<file path="src/rtl/sram_arb_pkg.sv">
// ---------------------------------------------------------------------------
// sram_arb_pkg
// Shared types and default widths for the SRAM port arbiter slice.
//   arbState_e : arbiter FSM encoding (IDLE, BUSY_D, BUSY_I)
//   owner_e    : which requester owns / wins the SRAM (NONE, D, I)
//   *_W_DEF    : default address, write-data and read-line widths
// ---------------------------------------------------------------------------
package sram_arb_pkg;

  localparam int ADDR_W_DEF = 32;
  localparam int DATA_W_DEF = 32;
  localparam int LINE_W_DEF = 64;

  typedef enum logic [1:0] {
    IDLE   = 2'd0,
    BUSY_D = 2'd1,
    BUSY_I = 2'd2
  } arbState_e;

  typedef enum logic [1:0] {
    OWNER_NONE = 2'd0,
    OWNER_D    = 2'd1,
    OWNER_I    = 2'd2
  } owner_e;

endpackage

</file>
<file path="src/rtl/sram_arb_timeout.sv">
// ---------------------------------------------------------------------------
// sram_arb_timeout
// Watchdog for a granted SRAM access. The counter is cleared when an access
// is granted and advances once per busy cycle; when it reaches TIMEOUT_CYC
// the sticky error flag sets. Only reset clears the flag. TIMEOUT_CYC = 0
// disables the watchdog entirely.
// Ports:
//   clk    in  system clock
//   rst    in  synchronous active-high reset
//   clr_i  in  restart the count (grant cycle)
//   inc_i  in  count one busy cycle
//   err_o  out sticky timeout flag
// ---------------------------------------------------------------------------
module sram_arb_timeout #(
  parameter int TIMEOUT_CYC = 63
) (
  input  logic clk,
  input  logic rst,
  input  logic clr_i,
  input  logic inc_i,
  output logic err_o
);

  localparam int CW = (TIMEOUT_CYC < 2) ? 1 : $clog2(TIMEOUT_CYC + 1);

  logic [CW-1:0] cnt_q, cnt_d;
  logic          err_q, err_d;

  // The counter saturates at the limit so a very long stall cannot wrap it;
  // the error is raised on the same edge the count reaches the limit.
  always_comb begin
    cnt_d = cnt_q;
    err_d = err_q;
    if (clr_i) begin
      cnt_d = '0;
    end else if (inc_i && (TIMEOUT_CYC != 0) && (cnt_q != CW'(TIMEOUT_CYC))) begin
      cnt_d = cnt_q + CW'(1);
      if (cnt_d == CW'(TIMEOUT_CYC)) begin
        err_d = 1'b1;
      end
    end
  end

  always_ff @(posedge clk) begin
    if (rst) begin
      cnt_q <= '0;
      err_q <= 1'b0;
    end else begin
      cnt_q <= cnt_d;
      err_q <= err_d;
    end
  end

  assign err_o = err_q;

endmodule

</file>
<file path="src/rtl/sram_port_arbiter.sv">
// ---------------------------------------------------------------------------
// sram_port_arbiter
// Shares one SramController between the data-side cache (D port, read/write)
// and the instruction refill path (I port, read-only). The winning request is
// latched in IDLE and held on the SRAM interface until sramReadyIn; read data
// and completion are routed back to the owning port.
// Optional feature: define SRAM_ARB_ROUND_ROBIN_EN for round-robin arbitration
// of simultaneous requests (otherwise D has fixed priority over I).
// Ports:
//   clk, rst                      clock, synchronous active-high reset
//   dRdEnIn/dWrEnIn/dAdrIn/dWDataIn  D port request (held until dReadyOut)
//   dRDataOut/dReadyOut           D port read line and readiness
//   iRdEnIn/iAdrIn                I port read request
//   iRDataOut/iReadyOut           I port read line and readiness
//   sramWrEnOut/sramRdEnOut/sramAdrOut/sramWDataOut  to SramController
//   sramRDataIn/sramReadyIn       from SramController
//   errOut                        sticky access-timeout flag
// ---------------------------------------------------------------------------
module sram_port_arbiter
  import sram_arb_pkg::*;
#(
  parameter int ADDR_W      = ADDR_W_DEF,
  parameter int DATA_W      = DATA_W_DEF,
  parameter int LINE_W      = LINE_W_DEF,
  parameter int TIMEOUT_CYC = 63
) (
  input  logic              clk,
  input  logic              rst,
  input  logic              dRdEnIn,
  input  logic              dWrEnIn,
  input  logic [ADDR_W-1:0] dAdrIn,
  input  logic [DATA_W-1:0] dWDataIn,
  output logic [LINE_W-1:0] dRDataOut,
  output logic              dReadyOut,
  input  logic              iRdEnIn,
  input  logic [ADDR_W-1:0] iAdrIn,
  output logic [LINE_W-1:0] iRDataOut,
  output logic              iReadyOut,
  output logic              sramWrEnOut,
  output logic              sramRdEnOut,
  output logic [ADDR_W-1:0] sramAdrOut,
  output logic [DATA_W-1:0] sramWDataOut,
  input  logic [LINE_W-1:0] sramRDataIn,
  input  logic              sramReadyIn,
  output logic              errOut
);

  arbState_e         state_q, state_d;
  owner_e            grant;
  logic [ADDR_W-1:0] adr_q, adr_d;
  logic [DATA_W-1:0] wdata_q, wdata_d;
  logic              wr_q, wr_d;
  logic [LINE_W-1:0] dRData_q, iRData_q;
  logic              dReq, iReq, busy, dDone, iDone, grantValid;

  assign dReq       = dRdEnIn | dWrEnIn;
  assign iReq       = iRdEnIn;
  assign busy       = (state_q != IDLE);
  assign dDone      = (state_q == BUSY_D) & sramReadyIn;
  assign iDone      = (state_q == BUSY_I) & sramReadyIn;
  assign grantValid = (state_q == IDLE) & (grant != OWNER_NONE);

`ifdef SRAM_ARB_ROUND_ROBIN_EN
  // Remembers the most recent winner so a tie goes to the other port.
  owner_e lastOwner_q;

  always_ff @(posedge clk) begin
    if (rst) begin
      lastOwner_q <= OWNER_I;
    end else if (grantValid) begin
      lastOwner_q <= grant;
    end
  end
`endif

  // Pick a winner among the currently pending requests; only used in IDLE.
  always_comb begin
    grant = OWNER_NONE;
    if (dReq && iReq) begin
`ifdef SRAM_ARB_ROUND_ROBIN_EN
      if (lastOwner_q == OWNER_D) begin
        grant = OWNER_I;
      end else begin
        grant = OWNER_D;
      end
`else
      grant = OWNER_D;
`endif
    end else if (dReq) begin
      grant = OWNER_D;
    end else if (iReq) begin
      grant = OWNER_I;
    end
  end

  // A simultaneous D read+write is taken as a write. The latched request is
  // frozen for the whole busy period, and every access returns through IDLE.
  always_comb begin
    state_d = state_q;
    adr_d   = adr_q;
    wdata_d = wdata_q;
    wr_d    = wr_q;
    unique case (state_q)
      IDLE: begin
        if (grant == OWNER_D) begin
          state_d = BUSY_D;
          adr_d   = dAdrIn;
          wdata_d = dWDataIn;
          wr_d    = dWrEnIn;
        end else if (grant == OWNER_I) begin
          state_d = BUSY_I;
          adr_d   = iAdrIn;
          wr_d    = 1'b0;
        end
      end
      BUSY_D, BUSY_I: begin
        if (sramReadyIn) begin
          state_d = IDLE;
        end
      end
      default: state_d = IDLE;
    endcase
  end

  always_ff @(posedge clk) begin
    if (rst) begin
      state_q  <= IDLE;
      adr_q    <= '0;
      wdata_q  <= '0;
      wr_q     <= 1'b0;
      dRData_q <= '0;
      iRData_q <= '0;
    end else begin
      state_q <= state_d;
      adr_q   <= adr_d;
      wdata_q <= wdata_d;
      wr_q    <= wr_d;
      if (dDone && !wr_q) begin
        dRData_q <= sramRDataIn;
      end
      if (iDone) begin
        iRData_q <= sramRDataIn;
      end
    end
  end

  // Enables follow the latched op for as long as the access is in service.
  assign sramWrEnOut  = busy & wr_q;
  assign sramRdEnOut  = busy & ~wr_q;
  assign sramAdrOut   = adr_q;
  assign sramWDataOut = wdata_q;

  // Ready is raised in the completion cycle itself, so the returned line is
  // bypassed straight through then and held by the register afterwards.
  assign dReadyOut = ~dReq | dDone;
  assign iReadyOut = ~iReq | iDone;
  assign dRDataOut = (dDone && !wr_q) ? sramRDataIn : dRData_q;
  assign iRDataOut = iDone ? sramRDataIn : iRData_q;

  sram_arb_timeout #(
    .TIMEOUT_CYC(TIMEOUT_CYC)
  ) uTimeout (
    .clk  (clk),
    .rst  (rst),
    .clr_i(grantValid),
    .inc_i(busy),
    .err_o(errOut)
  );

endmodule

</file>
<file path="config.mk">
export PLATFORM = sky130hd
export DESIGN_NAME = sram_port_arbiter
export DESIGN_NICKNAME = d
export VERILOG_FILES = /design/src/rtl/sram_arb_pkg.sv /design/src/rtl/sram_arb_timeout.sv /design/src/rtl/sram_port_arbiter.sv
export SDC_FILE = /design/constraint.sdc
export NUM_CORES = 1
export LEC_CHECK = 0
export CAP_MARGIN = 20
export CELL_PAD_IN_SITES_DETAIL_PLACEMENT = 1
export CELL_PAD_IN_SITES_GLOBAL_PLACEMENT = 1
export CORE_MARGIN = 5
export CORE_UTILIZATION = 28
export CTS_CLUSTER_DIAMETER = 80
export DETAILED_ROUTE_END_ITERATION = 10
export PLACE_DENSITY = 0.84
export RECOVER_POWER = 50
export SYNTH_ARGS = -nofsm -noshare
export SYNTH_HDL_FRONTEND = slang
export SYNTH_SLANG_ARGS = --single-unit
export TNS_END_PERCENT = 20
</file>
<file path="constraint.sdc">
create_clock -name clk -period 1.8 [get_ports clk]
set_input_delay 0.54 -clock clk [delete_from_list [all_inputs] [get_ports clk]]
set_output_delay 0.54 -clock clk [all_outputs]
set_load 0.02 [all_outputs]
</file>
### After elaboration in Yosys (flattened, before gate mapping)

Cells that the tools add are included.

| word-level totals | value |
|---|---|
| register bits | 202 |
| latch bits | 0 |
| memory bits (writable) | 0 |
| memory bits (read-only) | 0 |
| memories | 0 |

| operators by class | value |
|---|---|
| add/subtract/negate cells | 1 |
| multiply operators | 0 |
| div/mod/pow operators | 0 |
| order comparisons | 0 |
| equality and inequality tests | 8 |
| shifts and indexed selects | 0 |
| multiplexer cells | 13 |
| bitwise operators | 12 |
| reductions and logical operators | 14 |

Operator list:

| cell | number |
|---|---|
| two-way mux 64 bit | 2 |
| two-way mux 32 bit | 2 |
| two-way mux 2 bit | 6 |
| adder 6 x 1 -> 6 bit (second input constant) | 1 |
| equality test 6 bit (second input constant) | 1 |
| != test 6 bit (second input constant) | 1 |
| AND reduction 2 bit | 3 |
| nonzero test 2 bit | 3 |
| bitwise AND 1 bit | 5 |
| equality test 2 x 1 -> 1 bit (second input constant) | 2 |
| equality test 2 bit (second input constant) | 2 |
| inverter 1 bit | 4 |
| one-hot mux 2 bit (2 select lines) | 1 |
| OR reduction 2 bit | 2 |
| logical AND 1 bit | 3 |
| != test 3 x 1 -> 1 bit (second input constant) | 1 |
| OR 1 bit | 3 |
| AND reduction 3 bit | 1 |
| logical NOT 2 bit | 1 |
| two-way mux 1 bit | 2 |
| != test 2 bit (second input constant) | 1 |
| logical NOT 1 bit | 1 |

### Depth between registers and ports, before layout

| depth | value |
|---|---|
| depth after elaboration | 7 |
| depth in mapped cells | 7 |

### Modules after synthesis

From an unflattened synthesis, not the netlist that was laid out.

| second synthesis, totals | value |
|---|---|
| cells, all modules | 806 |
| area, all modules | 8,597.0 um2 |

Modules (own cells, without submodules):

| module | times used | cells each | area an instance (um2) |
|---|---|---|---|
| sram_port_arbiter | 1 | 763 | 8,207.9 |
| sram_arb_timeout | 1 | 43 | 389.1 |

### Worst setup path after synthesis

OpenSTA, ideal clock, no wires.

| path | value |
|---|---|
| kind | reg-to-output |
| start point | register state_q[1] |
| end point | output dRDataOut[10] |
| data arrival time | 1.435 ns |
| slack | -0.175 ns |
| stages on the path, launching flop included | 7 |
| buffers on the path | 2 |
| cells stage by stage | dfxtp_1 > inv_1 > ha_1 > nand3b_1 > buf_2 > buf_2 > mux2_2 |

| on the way | value |
|---|---|
| cells in the longest elaborated chain, start to end | 4 |

Ends and longest elaborated chain:

| element | line | text |
|---|---|---|
| from (decl) | sram_port_arbiter.sv:48 | `arbState_e state_q, state_d;` |
| from (signal assigned) | sram_port_arbiter.sv:134 | `state_q <= state_d;` |
| equality test 2 x 1 -> 1 bit | sram_port_arbiter.sv:59 | `assign dDone = (state_q == BUSY_D) & sramReadyIn;` |
| bitwise AND 1 bit | sram_port_arbiter.sv:59 |  |
| logical AND 1 bit | sram_port_arbiter.sv:157 | `assign dRDataOut = (dDone && !wr_q) ? sramRDataIn : dRData_q;` |
| two-way mux 64 bit | n/a |  |
| to (decl) | sram_port_arbiter.sv:33 | `output logic [LINE_W-1:0] dRDataOut,` |

Every way passes these cells.

### Worst setup path after layout

| path | value |
|---|---|
| start point | register state_q[1] |
| end point | output dRDataOut[14] |

Same word-level chain as after synthesis.

==> flow_summary.json <==
{
  "regToRegEndpoint": "dRData_q[22]",
  "relSlewSlack_pct": 55.4,
  "drcViolationCount": 0,
  "power-per-cell-area_nw_per_um2": 967,
  "critPathLaunch": "state_q[1]",
  "grt_first_pass_wirelength_um": 47300,
  "drtIter0Drc": 242,
  "vias": 7402,
  "clock_latency_ns": 0.51,
  "cts_made_buffers": 25,
  "setup_viol_count_final": 156,
  "cts.sinks": 202,
  "vias_per_cell": 4.64,
  "fin_ws_ns": -0.934,
  "p_leak_nw": 6.84,
  "htree_num_levels": 1,
  "yosysTopAreaCellShare_pct": 50.2,
  "fillers": 3124,
  "r2r_cells": 8,
  "yosys_register_bits": 202,
  "die_w_um": 180,
  "syn_inst": 808,
  "netlist_area_um2": 8050,
  "arrival_ns": 2.19,
  "io_pins": 363,
  "path_class": "flop to output pin",
  "syn_avg_cell_area_um2": 9.97,
  "reg2reg_from": "state_q[1]",
  "final_cell_mix": "dfxtp_1 (200), clkdlybuf4s50_1 (163), and2_1 (127), nand2_1 (103), buf_4 (86)",
  "yosysUniqueCellTypes": 39,
  "clock_path_buffers": 3,
  "start_util_pct": 28.2,
  "fmax_ghz": 0.366,
  "design_area_um2": 13500,
  "fp.dieH_um": 180,
  "start_kind": "flop",
  "hpwl_um": 21200,
  "ys_seq_area_share_pct": 50.2,
  "worst_pin_slew_ns": 0.670,
  "overflow": 0,
  "grt_usage_pct": 18.0,
  "place_congestion": 0.768,
  "status": "complete, but fails checks",
  "synthToLayoutAreaGrowth_pct": 67.9,
  "num_rows": 62,
  "drt_wl_total_um": 31400,
  "syn_nets": 979,
  "dpl_cell_area_um2": 12400,
  "stdcell_count": 1595,
  "ys_warn_count": 0,
  "diodes": 0,
  "fp.coreArea_um2": 28500,
  "grt_pass1_vias": 8029,
  "design.die.area_um2": 32300,
  "peakVddDrop_mv": 0.861,
  "clk_pin_slew_worst_paths_ns": 0.06,
  "drv_slew": 0,
  "path_max_fanout": 9,
  "rsz0062_at_grt": "true",
  "layout-drive-gt1-share_pct": 30.8,
  "cts_tree": "done",
  "skew_ns": 0.00840,
  "yosys-top-cells-area": "dfxtp_1 (50%), mux2_2 (18%), and2_1 (9.9%)",
  "finalPower_mw": 13.1,
  "rrSetupSlack_ns": -0.01,
  "clockRootBuffer": "clkbuf_16",
  "port_buffers": 362,
  "dpl.cell_count": 1526,
  "drtAntennaViolNets": 0,
  "final_hold_viol_count": 0,
  "fin_util_pct": 47.4,
  "fin_crit_sh_pct": 152,
  "violations": "setup timing",
  "grt_max_degree": 81,
  "yosysTopAreaCell": "dfxtp_1",
  "final_common_cell": "dfxtp_1",
  "nets": 1366,
  "whs_ns": 0.449,
  "worst_ep_required_time_ns": 1.26,
  "end_kind": "output pin",
  "cp-endpoint": "dRDataOut[14]",
  "postCtsHoldBufs": 0,
  "wl_per_cell_um": 19.7,
  "fin_crit_ns": 2.73,
  "antenna_found_initial": 0,
  "first_pass_iters": 4,
  "hold_path_class": "flop to flop",
  "maxCapViolCount": 0
}
==> what timing repair did <==
action                     4_1_cts  5_1_grt
setup endpoints to repair      221      239
pin swaps                        1        1
gates cloned                     3        1
resized for setup              499      255
setup buffers                   13        9
==> per-layer routing <==
| metal | up-vias | global-route usage (%) | share of wire (%) |
|---|---|---|---|
| li1 | 3512 | - | - |
| met1 | 3553 | 19.7 | 39 |
| met2 | 287 | 33.1 | 51 |
| met3 | 50 | 6.18 | 7.6 |
| met4 | 0 | 4.57 | 2.7 |
| met5 | - | 0 | 0 |
==> registers in the layout, indices dropped and copies added, names as in the netlist <==
signal,count
dRData_q,64
iRData_q,64
sramAdrOut,32
sramWDataOut,32
uTimeout.cnt_q,6
state_q,2
uTimeout.err_o,1
wr_q,1
==> per-stage QoR <==
| step | setup slack, ns | setup TNS, ns |
|---|---|---|
| global placement | -1.22 | -219.51 |
| global route | -1.01 | -116.55 |
| CTS | -0.980 | -130.26 |
| finish | -0.934 | -101.41 |
| detailed placement | -1.26 | -226.90 |
| floorplan | -0.0929 | -7.59 |
==> cell families after synthesis <==
kind of cell | after synthesis | synth area share [%]
multiplexers | 130 | 18.2
AO/OA/AOI/OAI | 114 | 8.96
adder cells (fa/ha/maj) | 5 | 0.777
flip-flops | 202 | 50.2
XOR/XNOR | 1 | 0.109
buffers and inverters | 67 | 3.51
AND/OR/NAND/NOR | 289 | 18.3
==> how the worst min path moves through the flow <==
stage	startpoint	endpoint	slack [ns]	cells after the start
2_1_floorplan	wr_q	wr_q	0.45	2
3_3_place_gp	sramWDataOut[17]	sramWDataOut[17]	0.44	2
3_5_place_dp	sramWDataOut[8]	sramWDataOut[8]	0.45	2
4_1_cts	sramWDataOut[7]	sramWDataOut[7]	0.45	2
5_1_grt	sramWDataOut[29]	sramWDataOut[29]	0.47	2
6_report	sramWDataOut[8]	sramWDataOut[8]	0.45	2
==> power by group <==
part           total, mW  leakage (nW)  internal (mW)  switching, mW
clock network       5.01         0.406           3.11           1.90
logic               3.16          4.78           1.57           1.58
registers           4.91          1.65           4.78          0.126
total               13.1          6.84           9.46           3.61
==> cell usage after synthesis <==
| cell type | count |
|---|---|
| a211oi_1 | 2 |
| a21o_1 | 1 |
| a21oi_1 | 36 |
| a311oi_1 | 32 |
| a31o_2 | 1 |
| a31oi_1 | 2 |
| and2_1 | 128 |
| and3_1 | 1 |
| and4b_1 | 2 |
| buf_1 | 4 |
| buf_2 | 19 |
| buf_6 | 1 |
| clkbuf_1 | 38 |
| dfxtp_1 | 202 |
| ha_1 | 5 |
| inv_1 | 5 |
| mux2_2 | 129 |
| mux2i_1 | 1 |
| nand2_1 | 104 |
| nand2b_1 | 1 |
| nand3_1 | 2 |
| nand3b_1 | 1 |
| nand4_1 | 1 |
| nand4b_1 | 2 |
| nand4bb_1 | 1 |
| nor2_1 | 34 |
| nor2_2 | 1 |
| nor2b_1 | 4 |
| nor3_1 | 6 |
| o211ai_1 | 1 |
| o21a_1 | 1 |
| o21ai_0 | 33 |
| o21ai_1 | 1 |
| o21bai_1 | 1 |
| o2bb2ai_1 | 1 |
| o31a_1 | 1 |
| o31ai_1 | 1 |
| or3_1 | 1 |
| xnor2_1 | 1 |
==> area by class of cell <==
type | count | area (µm²) | share of cell area, %
clock inverters | 5 | 78.8 | 0.583
clock buffers | 38 | 744 | 5.51
flip-flops and latches | 202 | 4050 | 29.9
well taps | 384 | 480 | 3.55
inverters | 5 | 18.8 | 0.139
multi-input cells | 539 | 3960 | 29.3
repair buffers | 422 | 4190 | 31.0
==> worst max-delay path, cell delays in order, from the launching register on <==
cell and delay [ns]:
dfxtp_2 0.33, inv_2 0.06, ha_2 0.18, nand3b_1 0.12, buf_12 0.19, buf_16 0.16, buf_4 0.14, mux2_4 0.30
buf_4 0.16
Note: power is estimated with default switching activity, not from simulation.
